`src/rtl/spi_cmd_parser_if.sv`:
```
// Byte-stream input and decoded command outputs of spi_cmd_parser.
// The slave modport is the parser side; master is the driver/observer side.
interface spi_cmd_parser_if #(
    parameter int ADDR_WIDTH = 9
);
    logic                  spi_cs_n_in;
    logic                  byte_rdy_in;
    logic [7:0]            byte_data_in;
    logic                  cfg_wr_out;
    logic [7:0]            cfg_data_out;
    logic                  ram_wr_en_out;
    logic [ADDR_WIDTH-1:0] ram_wr_addr_out;
    logic [7:0]            ram_wr_data_out;
    logic                  frame_rdy_out;

    modport master (
        output spi_cs_n_in, byte_rdy_in, byte_data_in,
        input  cfg_wr_out, cfg_data_out, ram_wr_en_out, ram_wr_addr_out,
               ram_wr_data_out, frame_rdy_out
    );

    modport slave (
        input  spi_cs_n_in, byte_rdy_in, byte_data_in,
        output cfg_wr_out, cfg_data_out, ram_wr_en_out, ram_wr_addr_out,
               ram_wr_data_out, frame_rdy_out
    );
endinterface

```
`src/rtl/spi_cmd_parser.sv`:
```
// SPI command parser: decodes config and pixel-data commands from the SPI byte stream.
// Define SPI_CMD_PARSER_WRAP_EN to make data writes wrap around the RAM instead of stopping at the end.
module spi_cmd_parser #(
    parameter int         ADDR_WIDTH = 9,
    parameter logic [7:0] CMD_CONF   = 8'h2A,
    parameter logic [7:0] CMD_DATA   = 8'h2C,
    parameter logic [7:0] CFG_RST    = 8'h00
) (
    input  logic            clk_in,
    input  logic            rst_in,
    spi_cmd_parser_if.slave bus
);
    typedef enum logic [1:0] {S_IDLE, S_CONF, S_DATA, S_DISC} state_t;

    state_t                r_state, w_state_nx;
    logic                  r_cs_meta, r_cs_s;
    logic [ADDR_WIDTH-1:0] r_cnt, w_cnt_nx;
    logic                  r_wrote, w_wrote_nx;
    logic                  w_acc, w_cs_rise, w_cfg_wr, w_ram_wr, w_frame;
    logic                  r_cfg_wr, r_ram_wr, r_frame;
    logic [7:0]            r_cfg_data, r_ram_data;
    logic [ADDR_WIDTH-1:0] r_ram_addr;

    // Rise is flagged on the cycle cs_s is about to go high, so a byte landing
    // in that same cycle is still accepted and processed before returning to IDLE.
    assign w_cs_rise = r_cs_meta & ~r_cs_s;
    assign w_acc     = bus.byte_rdy_in & ~r_cs_s;

    always_comb begin
        w_state_nx = r_state;
        w_cnt_nx   = r_cnt;
        w_wrote_nx = r_wrote;
        w_cfg_wr   = 1'b0;
        w_ram_wr   = 1'b0;
        w_frame    = 1'b0;
        case (r_state)
            S_IDLE: if (w_acc) begin
                if (bus.byte_data_in == CMD_CONF) begin
                    w_state_nx = S_CONF;
                end else if (bus.byte_data_in == CMD_DATA) begin
                    w_state_nx = S_DATA;
                    w_cnt_nx   = '0;
                    w_wrote_nx = 1'b0;
                end else begin
                    w_state_nx = S_DISC;
                end
            end
            S_CONF: if (w_acc) begin
                w_cfg_wr   = 1'b1;
                w_state_nx = S_DISC;
            end
            S_DATA: if (w_acc) begin
                w_ram_wr   = 1'b1;
                w_cnt_nx   = r_cnt + 1'b1;
                w_wrote_nx = 1'b1;
`ifdef SPI_CMD_PARSER_WRAP_EN
                w_state_nx = S_DATA;
`else
                if (r_cnt == {ADDR_WIDTH{1'b1}}) w_state_nx = S_DISC;
`endif
            end
            S_DISC: w_state_nx = S_DISC;
            default: w_state_nx = S_IDLE;
        endcase
        if (w_cs_rise) begin
            w_state_nx = S_IDLE;
            w_frame    = ((r_state == S_DATA) || (r_state == S_DISC)) && w_wrote_nx;
            w_wrote_nx = 1'b0;
        end
    end

    always_ff @(posedge clk_in or posedge rst_in) begin
        if (rst_in) begin
            r_cs_meta  <= 1'b1;
            r_cs_s     <= 1'b1;
            r_state    <= S_IDLE;
            r_cnt      <= '0;
            r_wrote    <= 1'b0;
            r_cfg_wr   <= 1'b0;
            r_cfg_data <= CFG_RST;
            r_ram_wr   <= 1'b0;
            r_ram_addr <= '0;
            r_ram_data <= 8'h00;
            r_frame    <= 1'b0;
        end else begin
            r_cs_meta <= bus.spi_cs_n_in;
            r_cs_s    <= r_cs_meta;
            r_state   <= w_state_nx;
            r_cnt     <= w_cnt_nx;
            r_wrote   <= w_wrote_nx;
            r_cfg_wr  <= w_cfg_wr;
            r_ram_wr  <= w_ram_wr;
            r_frame   <= w_frame;
            if (w_cfg_wr) r_cfg_data <= bus.byte_data_in;
            if (w_ram_wr) begin
                r_ram_addr <= r_cnt;
                r_ram_data <= bus.byte_data_in;
            end
        end
    end

    assign bus.cfg_wr_out      = r_cfg_wr;
    assign bus.cfg_data_out    = r_cfg_data;
    assign bus.ram_wr_en_out   = r_ram_wr;
    assign bus.ram_wr_addr_out = r_ram_addr;
    assign bus.ram_wr_data_out = r_ram_data;
    assign bus.frame_rdy_out   = r_frame;
endmodule

```
`src/flat_wrapper.sv`:
```
// flat-port wrapper written by rule: the top's interface ports become plain ports
module spi_cmd_parser_flat 
#(
    parameter int         ADDR_WIDTH = 9,
    parameter logic [7:0] CMD_CONF   = 8'h2A,
    parameter logic [7:0] CMD_DATA   = 8'h2C,
    parameter logic [7:0] CFG_RST    = 8'h00
)
  (clk_in, rst_in, bus_spi_cs_n_in, bus_byte_rdy_in, bus_byte_data_in, bus_cfg_wr_out, bus_cfg_data_out, bus_ram_wr_en_out, bus_ram_wr_addr_out, bus_ram_wr_data_out, bus_frame_rdy_out);
  spi_cmd_parser_if #(.ADDR_WIDTH(ADDR_WIDTH)) bus_i ();
  input  logic clk_in;
  input  logic rst_in;
  input wire logic [$bits(bus_i.spi_cs_n_in)-1:0] bus_spi_cs_n_in;
  input wire logic [$bits(bus_i.byte_rdy_in)-1:0] bus_byte_rdy_in;
  input wire logic [$bits(bus_i.byte_data_in)-1:0] bus_byte_data_in;
  output wire logic [$bits(bus_i.cfg_wr_out)-1:0] bus_cfg_wr_out;
  output wire logic [$bits(bus_i.cfg_data_out)-1:0] bus_cfg_data_out;
  output wire logic [$bits(bus_i.ram_wr_en_out)-1:0] bus_ram_wr_en_out;
  output wire logic [$bits(bus_i.ram_wr_addr_out)-1:0] bus_ram_wr_addr_out;
  output wire logic [$bits(bus_i.ram_wr_data_out)-1:0] bus_ram_wr_data_out;
  output wire logic [$bits(bus_i.frame_rdy_out)-1:0] bus_frame_rdy_out;
  assign bus_i.spi_cs_n_in = bus_spi_cs_n_in;
  assign bus_i.byte_rdy_in = bus_byte_rdy_in;
  assign bus_i.byte_data_in = bus_byte_data_in;
  assign bus_cfg_wr_out = bus_i.cfg_wr_out;
  assign bus_cfg_data_out = bus_i.cfg_data_out;
  assign bus_ram_wr_en_out = bus_i.ram_wr_en_out;
  assign bus_ram_wr_addr_out = bus_i.ram_wr_addr_out;
  assign bus_ram_wr_data_out = bus_i.ram_wr_data_out;
  assign bus_frame_rdy_out = bus_i.frame_rdy_out;
  spi_cmd_parser #(.ADDR_WIDTH(ADDR_WIDTH), .CMD_CONF(CMD_CONF), .CMD_DATA(CMD_DATA), .CFG_RST(CFG_RST)) u_core (.clk_in(clk_in), .rst_in(rst_in), .bus(bus_i));
endmodule
```
`config.mk`:
```
export PLATFORM = sky130hd
export DESIGN_NAME = spi_cmd_parser_flat
export DESIGN_NICKNAME = d
export VERILOG_FILES = /design/src/rtl/spi_cmd_parser_if.sv /design/src/rtl/spi_cmd_parser.sv /design/src/flat_wrapper.sv
export SDC_FILE = /design/constraint.sdc
export NUM_CORES = 1
export LEC_CHECK = 0
export ABC_AREA = 1
export BUFFER_PORTS_ARGS = -buffer_cell sky130_fd_sc_hd__buf_2
export CELL_PAD_IN_SITES_DETAIL_PLACEMENT = 0
export CELL_PAD_IN_SITES_GLOBAL_PLACEMENT = 1
export CORE_AREA = 2 2 79 81
export DETAILED_ROUTE_END_ITERATION = 8
export DIE_AREA = 0 0 81 83
export GPL_TIMING_DRIVEN = 0
export PLACE_DENSITY = 0.67
export REMOVE_ABC_BUFFERS = 1
export SLEW_MARGIN = 15
export SYNTH_ARGS = -nofsm -noshare
export SYNTH_HDL_FRONTEND = slang
export SYNTH_SLANG_ARGS = --single-unit
```
`constraint.sdc`:
```
create_clock -name clk_in -period 2.1 [get_ports clk_in]
set_input_delay 0 -clock clk_in [delete_from_list [all_inputs] [get_ports clk_in]]
set_output_delay 0 -clock clk_in [all_outputs]
set_load 0.05 [all_outputs]
```
==> flow_summary.json, run 1 <==
{
  "grt_pass1_vias": 1525,
  "cts_resized": 0,
  "syn_area_um2": 1860,
  "crit_chain": "ha_1 -> nand2_1 -> nor2_1 -> nand2_1 -> nor3_1 -> ha_1 -> o21ai_0 -> o211ai_1 -> nand3_1 -> nand2_1",
  "drtIter0Drc": 67,
  "clkSinkCount": 42,
  "dp_hpwl_mm": 2.62,
  "mostFrequentLayoutCell": "nand2_1",
  "clk_latency_ns": 0.29,
  "power_mw": 3.66,
  "final_cell_count_no_fill": 338,
  "die_width_um": 81,
  "start_util_pct": 32.0,
  "first_pass_iters": 4,
  "synth_top_area_share_pct": 53.8,
  "maxSlewViolCount": 0,
  "period_share_pct": 88.2,
  "fin_skew_ns": 0.00672,
  "post_cts_buffers": 0,
  "cts_tree": "done",
  "worstSetupPathType": "reg2reg",
  "via_per_inst": 4.33,
  "vdd_ir_drop_max_mv": 0.585,
  "timing.setup.tns_ns": 0,
  "crit_path_frequent_cell": "nand2_1",
  "synth_xor_area_share_pct": 0,
  "drc": 0,
  "period_minus_slack_ns": 1.85,
  "numPortBuffers": 39,
  "ys_seq_area_share_pct": 56.6,
  "cp_slowest_stage_delay_ns": 0.44,
  "setup_viol": 0,
  "hold_path.class": "in2reg",
  "critPathRequiredTime_ns": 2.29,
  "slew_headroom_pct": 72.0,
  "synth_area_leaders": "dfrtp_1, nand2_1, o21ai_1, o21ai_2, nand3_1",
  "post_drt_wl_per_cell_um": 11.4,
  "ys_types": 22,
  "ios": 40,
  "ys_seq_elements": 42,
  "critPathTopFamily": "simple AND/OR/NAND/NOR gates",
  "cp.arrival_ns": 2.04,
  "overflow": 0,
  "synth_cells": 210,
  "startpoint": "u_core.r_cnt[0]",
  "end_kind": "flop",
  "rsz0062_at_grt": "no",
  "grt_start_max_net_pins": 34,
  "cts.reportedPaths.clkPinSlew_ns": 0.08,
  "powerDensity_nw_per_um2": 1560,
  "outcome": "completed",
  "crit_fanout": 6,
  "antenna_found_initial": 0,
  "synth_simple_gate_area_share_pct": 23.5,
  "placed_cells": 320,
  "core_um2": 5820,
  "fin_ws_ns": 0.247,
  "r2r-start": "u_core.r_cnt[0]",
  "cts_inserted_buffers": 5,
  "gp_congestion": 0.800,
  "synth_compound_gate_area_share_pct": 11.4,
  "antenna_left": 0,
  "cp.buffers_inverters": 0,
  "syn_area_per_cell_um2": 8.86,
  "leakagePower_nw": 1.21,
  "yosysTopAreaCell": "dfrtp_1",
  "root_buffer": "clkbuf_8",
  "grt_pass1_wl_mm": 6.91,
  "drive_gt1_share_pct": 27.8,
  "pre_cts_slack_ns": 0.259,
  "synth_top_family_by_area": "simple AND/OR/NAND/NOR gates",
  "start_kind": "flop",
  "area.growth.synth_to_final_pct": 25.7,
  "hold_start": "bus_byte_rdy_in",
  "ctsLongestPathBuffers": 2,
  "num_vias": 1462,
  "htreeDepth": 2,
  "max_freq_mhz": 540,
  "n_antenna_cell": 0,
  "worstMarginPinSlew_ns": 0.419,
  "postRouteWirelength_mm": 3.87,
  "crit_path_top_delay_cell": "dfrtp_1",
  "muxShareOfSynthArea_pct": 0,
  "max_cap_violations": 0,
  "nFillCells": 626,
  "synth_fa_ha_area_share_pct": 1.34,
  "ys_warn_count": 0,
  "finalHoldViolCount": 0,
  "final_nets": 276,
  "final_cell_mix": "nand2_1, dfrtp_1, buf_2",
  "die-area_um2": 6720,
  "dieHeight_um": 83,
  "grtUsageTotal_pct": 13.0,
  "ctsHoldBuffers": 10,
  "row_count": 28
}
[logic make-up after synthesis]
kind of cell	after synthesis
buffers and inverters	30
AOI/OAI and AO/OA	35
and+or+nand+nor	101
adders and majority gates	2
DFF	42
[area by class of cell]
| cell class | count | area (um^2) | share of cell area (%) |
|---|---|---|---|
| Clock inverter | 1 | 30.0 | 1.28 |
| Clock buffer | 7 | 76.3 | 3.26 |
| Tap cell | 75 | 93.8 | 4.01 |
| Timing Repair Buffer | 50 | 315 | 13.5 |
| Sequential cell | 42 | 1050 | 45.1 |
| Inverter | 25 | 95.1 | 4.07 |
| Multi-Input combinational cell | 138 | 674 | 28.8 |
[worst paths after layout]
kind                       depth (start not counted)  slack, ns                            end
hold reg to reg                                    0       0.37                  u_core.r_cs_s
setup reg to reg                                  10       0.25              u_core.r_state[0]
min in group asynchronous                          3       0.21  u_core.bus.ram_wr_addr_out[4]
max in group asynchronous                          4       1.35               u_core.r_cs_meta
setup / recovery                                  10       0.25              u_core.r_state[0]
hold / removal                                     6       0.18              u_core.r_state[0]
[Yosys cell counts]
cell type / count
nand2_1: 65
dfrtp_1: 40
o21ai_1: 22
inv_1: 17
nand3_1: 15
nor2_1: 10
o21ai_2: 9
inv_2: 7
buf_2: 3
o21ai_0: 3
buf_6: 2
dfstp_2: 2
ha_1: 2
nand2_2: 2
nor2_2: 2
nor2_4: 2
nor3_1: 2
clkinv_2: 1
nand2_4: 1
nand4_1: 1
o211ai_1: 1
or2_1: 1
[flip-flops by register name, summed over array words and instances, names as in the netlist]
register and cells:
u_core.r_wrote 1, u_core.r_cs_meta 1, u_core.r_cs_s 1, u_core.r_cnt 9
u_core.bus.ram_wr_data_out 8, u_core.bus.ram_wr_en_out 1, u_core.bus.ram_wr_addr_out 9, u_core.bus.cfg_wr_out 1
u_core.bus.cfg_data_out 8, u_core.r_state 2, u_core.bus.frame_rdy_out 1
[through the flow]
| stage | util (%) | hold WS, ns | instance area [um^2] |
|---|---|---|---|
| 2_1_floorplan | - | 0.00448 | 1820 |
| 3_3_place_gp | 36.3 | 0.107 | 2110 |
| 3_5_place_dp | 36.7 | -0.00763 | 2130 |
| 4_1_cts | 40.2 | 0.167 | 2340 |
| 5_1_grt | 40.2 | 0.227 | 2340 |
| 6_report | 40.2 | 0.178 | 2340 |
[per-layer routing]
layer / vias up / routed length (um) / GRT usage, %
met2: 26 / 1750 / 20.4
met3: 7 / 149 / 2.39
met4: 0 / 83 / 6.47
li1: 770 / - / -
met1: 659 / 1880 / 16.8
met5: - / 0 / 0
[power breakdown]
| group | internal, mW | switching, mW |
|---|---|---|
| registers | 1.12 | 0.212 |
| logic | 0.413 | 1.28 |
| clock network | 0.356 | 0.270 |
[worst reg2reg max path, cell delays in order, from the launching register on]
cell and delay [ns]:
dfrtp_1 0.44, ha_1 0.23, nand2_1 0.11, nor2_1 0.08, nand2_1 0.08, nor3_1 0.05
ha_1 0.17, o21ai_0 0.26, o211ai_1 0.17, nand3_1 0.10, nand2_1 0.05
(Power assumes the default switching activity.)
==> run 2: changes to the inputs <==
BUFFER_PORTS_ARGS = -buffer_cell sky130_fd_sc_hd__buf_4   (was -buffer_cell sky130_fd_sc_hd__buf_2)
GPL_ROUTABILITY_DRIVEN = 1   (was not set)
==> flow_summary.json, run 2 (synthesis gave the netlist of run 1 again) <==
{
  "antenna_found_initial": 0,
  "ctsHoldBuffers": 10,
  "multi_input_comb_area_um2": 674,
  "numPortBuffers": 39,
  "clkSinkCount": 42,
  "timing.setup.tns_ns": 0,
  "dieHeight_um": 83,
  "grt_start_max_net_pins": 34,
  "outcome": "completed",
  "powerDensity_nw_per_um2": 1600,
  "grt_pass1_wl_mm": 6.51,
  "final_nets": 276,
  "core_um2": 5820,
  "max_cap_violations": 0,
  "overflow": 0,
  "antenna_left": 0,
  "worstMarginPinSlew_ns": 0.401,
  "end_kind": "flop",
  "drtIter0Drc": 62,
  "crit_path_frequent_cell": "nand2_1",
  "via_per_inst": 4.36,
  "finish.utilization_pct": 42.5,
  "postRouteWirelength_mm": 3.80,
  "hold_path.class": "in2reg",
  "row_count": 28,
  "placed_cells": 320,
  "fin_skew_ns": 0.00594,
  "post_dp_cell_area_um2": 2230,
  "final_cell_count_no_fill": 338,
  "critPathTopFamily": "simple AND/OR/NAND/NOR gates",
  "drc": 0,
  "post_drt_wl_per_cell_um": 11.2,
  "htreeDepth": 2,
  "worstSetupPathType": "reg2reg",
  "leakagePower_nw": 1.25,
  "slew_headroom_pct": 73.2,
  "cts_resized": 0,
  "grtUsageTotal_pct": 12.6,
  "fin_area_um2": 2470,
  "grt_pass1_vias": 1369,
  "vdd_ir_drop_max_mv": 0.623,
  "setup_viol": 0,
  "cp.arrival_ns": 2.03,
  "ios": 40,
  "num_vias": 1474,
  "seq_area_um2": 1050,
  "first_pass_iters": 4,
  "n_antenna_cell": 0,
  "cts_inserted_buffers": 5,
  "nFillCells": 613,
  "crit_fanout": 6,
  "critPathRequiredTime_ns": 2.34,
  "hold_start": "bus_byte_rdy_in",
  "r2r-start": "u_core.r_cnt[0]",
  "die_width_um": 81,
  "period_share_pct": 85.1,
  "start_kind": "flop",
  "period_minus_slack_ns": 1.79,
  "pre_cts_slack_ns": 0.321,
  "crit_chain": "ha_1 -> nand2_1 -> nor2_1 -> nand2_1 -> nor3_1 -> ha_1 -> o21ai_0 -> o211ai_1 -> nand3_1 -> nand2_1",
  "dp_hpwl_mm": 2.61,
  "fin_ws_ns": 0.313,
  "area.growth.synth_to_final_pct": 32.9,
  "gp_congestion": 0.747,
  "final_cell_mix": "nand2_1, dfrtp_1, buf_4",
  "root_buffer": "clkbuf_8",
  "clk_latency_ns": 0.30,
  "drive_gt1_share_pct": 28.5,
  "cp.buffers_inverters": 0,
  "crit_path_top_delay_cell": "dfrtp_1",
  "max_freq_mhz": 560,
  "finalHoldViolCount": 0,
  "startpoint": "u_core.r_cnt[0]",
  "cp_slowest_stage_delay_ns": 0.44,
  "ctsLongestPathBuffers": 2,
  "mostFrequentLayoutCell": "nand2_1",
  "cts_tree": "done",
  "die-area_um2": 6720,
  "maxSlewViolCount": 0,
  "rsz0062_at_grt": "no",
  "post_cts_buffers": 0,
  "start_util_pct": 32.0,
  "cts.reportedPaths.clkPinSlew_ns": 0.08
}
[run 2: changes by cell type in the layout (fill, tap and decap cells not counted), sizes merged]
cell    before  now
bufinv       1    2
clkbuf       7    6
[run 2: final timing paths]
| check | to | slack, ns | depth (start not counted) |
|---|---|---|---|
| setup / recovery | u_core.r_state[0] | 0.31 | 10 |
| min in group asynchronous | u_core.bus.ram_wr_addr_out[5] | 0.24 | 3 |
| max in group asynchronous | u_core.bus.ram_wr_data_out[3] | 1.40 | 4 |
| hold reg to reg | u_core.r_cs_s | 0.37 | 0 |
| setup reg to reg | u_core.r_state[0] | 0.31 | 10 |
| hold / removal | u_core.r_state[0] | 0.20 | 6 |
[run 2: report_power, final]
part / total, mW / leakage [nW] / internal, mW / switching [mW]
combinational: 1.83 / 0.638 / 0.550 / 1.28
clock: 0.796 / 0.0714 / 0.507 / 0.289
sequential: 1.34 / 0.541 / 1.12 / 0.222
total: 3.97 / 1.25 / 2.18 / 1.79
[run 2: worst register-to-register path: cells and delay by family (launching register included)]
kind / cells / cell delay, ns
AO/OA/AOI/OAI: 2 / 0.23
AND/OR/NAND/NOR: 6 / 0.69
flip-flops: 1 / 0.44
adder cells (fa/ha/maj): 2 / 0.37
[run 2: per-stage QoR]
stage	hold slack (ns)	power (mW)
6_report	0.205	3.97
5_1_grt	0.236	4.22
4_1_cts	0.190	4.02
3_5_place_dp	0.0203	3.19
3_3_place_gp	0.109	3.17
2_1_floorplan	0.00448	2.65
[run 2: per-layer routing]
metal  part of all wire (%)  track usage (%)  vias to the layer above
met5                      0                0                        -
met4                    2.4             6.01                        0
met3                    4.4             3.59                        8
met2                     44             18.6                       27
met1                     49             16.7                      671
li1                       -                -                      768
[run 2: final cells by class]
| class | instances | share of cell area, % |
|---|---|---|
| Tap cell | 75 | 3.80 |
| Multi-Input combinational cell | 138 | 27.3 |
| Clock inverter | 2 | 2.43 |
| Clock buffer | 6 | 3.34 |
| Timing Repair Buffer | 50 | 16.7 |
| Inverter | 25 | 3.85 |
| Sequential cell | 42 | 42.6 |
==> run 3: changes to the inputs <==
ABC_CLOCK_PERIOD_IN_PS = 2100   (was not set)
CORE_AREA = 2 2 81 83   (was 2 2 79 81)
DIE_AREA = 0 0 83 85   (was 0 0 81 83)
PLACE_DENSITY = 0.64   (was 0.67)
SLEW_MARGIN = 20   (was 15)
==> flow_summary.json, run 3 (synthesis gave the netlist of run 1 again) <==
{
  "clkSinkCount": 42,
  "outcome": "completed",
  "setup_viol": 0,
  "maxSlewViolCount": 0,
  "leakagePower_nw": 1.22,
  "final_nets": 275,
  "min_to": "u_core.bus.ram_wr_data_out[2]",
  "rsz0062_at_grt": "no",
  "cts_tree": "done",
  "mostFrequentLayoutCell": "nand2_1",
  "numPortBuffers": 39,
  "cts.reportedPaths.clkPinSlew_ns": 0.08,
  "drive_gt1_share_pct": 28.2,
  "ios": 40,
  "drc": 0,
  "crit_fanout": 6,
  "finish.utilization_pct": 38.9,
  "max_freq_mhz": 546,
  "slew_headroom_pct": 70.8,
  "via_per_inst": 4.28,
  "max_cap_violations": 0,
  "post_dp_cell_area_um2": 2230,
  "hold_start": "bus_byte_data_in[2]",
  "root_buffer": "clkbuf_8",
  "start_kind": "flop",
  "worstMarginPinSlew_ns": 0.436,
  "htreeDepth": 2,
  "grt_pass1_wl_mm": 6.85,
  "grt_start_max_net_pins": 34,
  "timing.setup.tns_ns": 0,
  "area.growth.synth_to_final_pct": 29.7,
  "power_mw": 3.71,
  "reg2reg_slack_ns": 0.27,
  "core_um2": 6200,
  "final_cell_mix": "nand2_1, dfrtp_1, buf_4",
  "nFillCells": 675,
  "period_share_pct": 87.3,
  "num_vias": 1450,
  "post_cts_buffers": 0,
  "cp.arrival_ns": 2.01,
  "final_cell_count_no_fill": 339,
  "row_count": 29,
  "finalHoldViolCount": 0,
  "gp_congestion": 0.796,
  "worstReg2RegEnd": "u_core.r_state[0]",
  "ff2ff_path_depth": 10,
  "grtUsageTotal_pct": 12.2,
  "fin_area_um2": 2410,
  "hold_path.class": "in2reg",
  "critPathRequiredTime_ns": 2.28,
  "first_pass_iters": 4,
  "placed_cells": 322,
  "fin_skew_ns": 0.00500,
  "end_kind": "flop",
  "cts_inserted_buffers": 5,
  "period_minus_slack_ns": 1.83,
  "worstSetupPathType": "reg2reg",
  "ctsHoldBuffers": 9,
  "dp_hpwl_mm": 2.69,
  "ctsLongestPathBuffers": 2,
  "powerDensity_nw_per_um2": 1540,
  "whs_path_depth": 3,
  "cts_resized": 0,
  "r2r-start": "u_core.r_cnt[0]",
  "die-area_um2": 7060,
  "dieHeight_um": 85,
  "post_drt_wl_per_cell_um": 11.5,
  "antenna_found_initial": 0,
  "clk_latency_ns": 0.29,
  "grt_pass1_vias": 1447,
  "overflow": 0,
  "die_width_um": 83,
  "start_util_pct": 30.0,
  "vdd_ir_drop_max_mv": 0.728,
  "antenna_left": 0,
  "postRouteWirelength_mm": 3.90,
  "drtIter0Drc": 62,
  "n_antenna_cell": 0
}
[run 3: changes by cell type in the layout (fill, tap and decap cells not counted), sizes merged]
| cell | change |
|---|---|
| bufinv | -2 |
| clkbuf | +1 |
| clkinv | +1 |
| dlygate4sd3 | -1 |
[run 3: worst max path at each step]
stage                                from                end  slack (ns)  cells after the start
after global routing      u_core.r_cnt[0]  u_core.r_state[0]        0.08                     10
after CTS                 u_core.r_cnt[0]  u_core.r_state[0]        0.27                     10
final                     u_core.r_cnt[0]  u_core.r_state[0]        0.27                     10
after detailed placement  u_core.r_cnt[0]  u_core.r_state[0]        0.29                     10
after global placement    u_core.r_cnt[0]  u_core.r_state[0]        0.32                     10
after floorplan           u_core.r_cnt[0]  u_core.r_state[0]        0.53                     10
[run 3: critical path, cell delays in order (launching register included)]
cell      delay, ns
dfrtp_1        0.44
ha_1           0.23
nand2_1        0.11
nor2_1         0.07
nand2_1        0.09
nor3_1         0.06
ha_1           0.17
o21ai_0        0.25
o211ai_1       0.17
nand3_1        0.10
nand2_1        0.05
[run 3: final cells by class]
type	count	area, um^2	area share, %
flip-flops and latches	42	1050	43.6
multi-input cells	138	674	27.9
well taps	77	96.3	3.99
repair buffers	49	403	16.7
clock inverters	1	5.00	0.207
clock buffers	7	86.3	3.58
inverters	25	95.1	3.94
[run 3: metrics by stage]
stage                     hold slack (ns)  setup WS, ns
after floorplan                   0.00448         0.535
after global placement              0.108         0.315
after detailed placement          -0.0498         0.292
after CTS                         0.00146         0.271
after global routing              0.00940        0.0790
final                             0.00803         0.267
[run 3: where the power goes]
part / switching (mW) / total [mW] / internal, mW / leakage, nW
Sequential: 0.230 / 1.35 / 1.12 / 0.541
Clock: 0.261 / 0.527 / 0.265 / 0.0482
Combinational: 1.28 / 1.83 / 0.549 / 0.633
Total: 1.77 / 3.71 / 1.94 / 1.22
[run 3: layer usage]
layer	wire (um)	up-vias	global-route usage, %
met3	188	2	3.50
met4	36	0	4.92
li1	-	769	-
met5	0	-	0
met1	2010	644	16.9
met2	1670	35	17.9
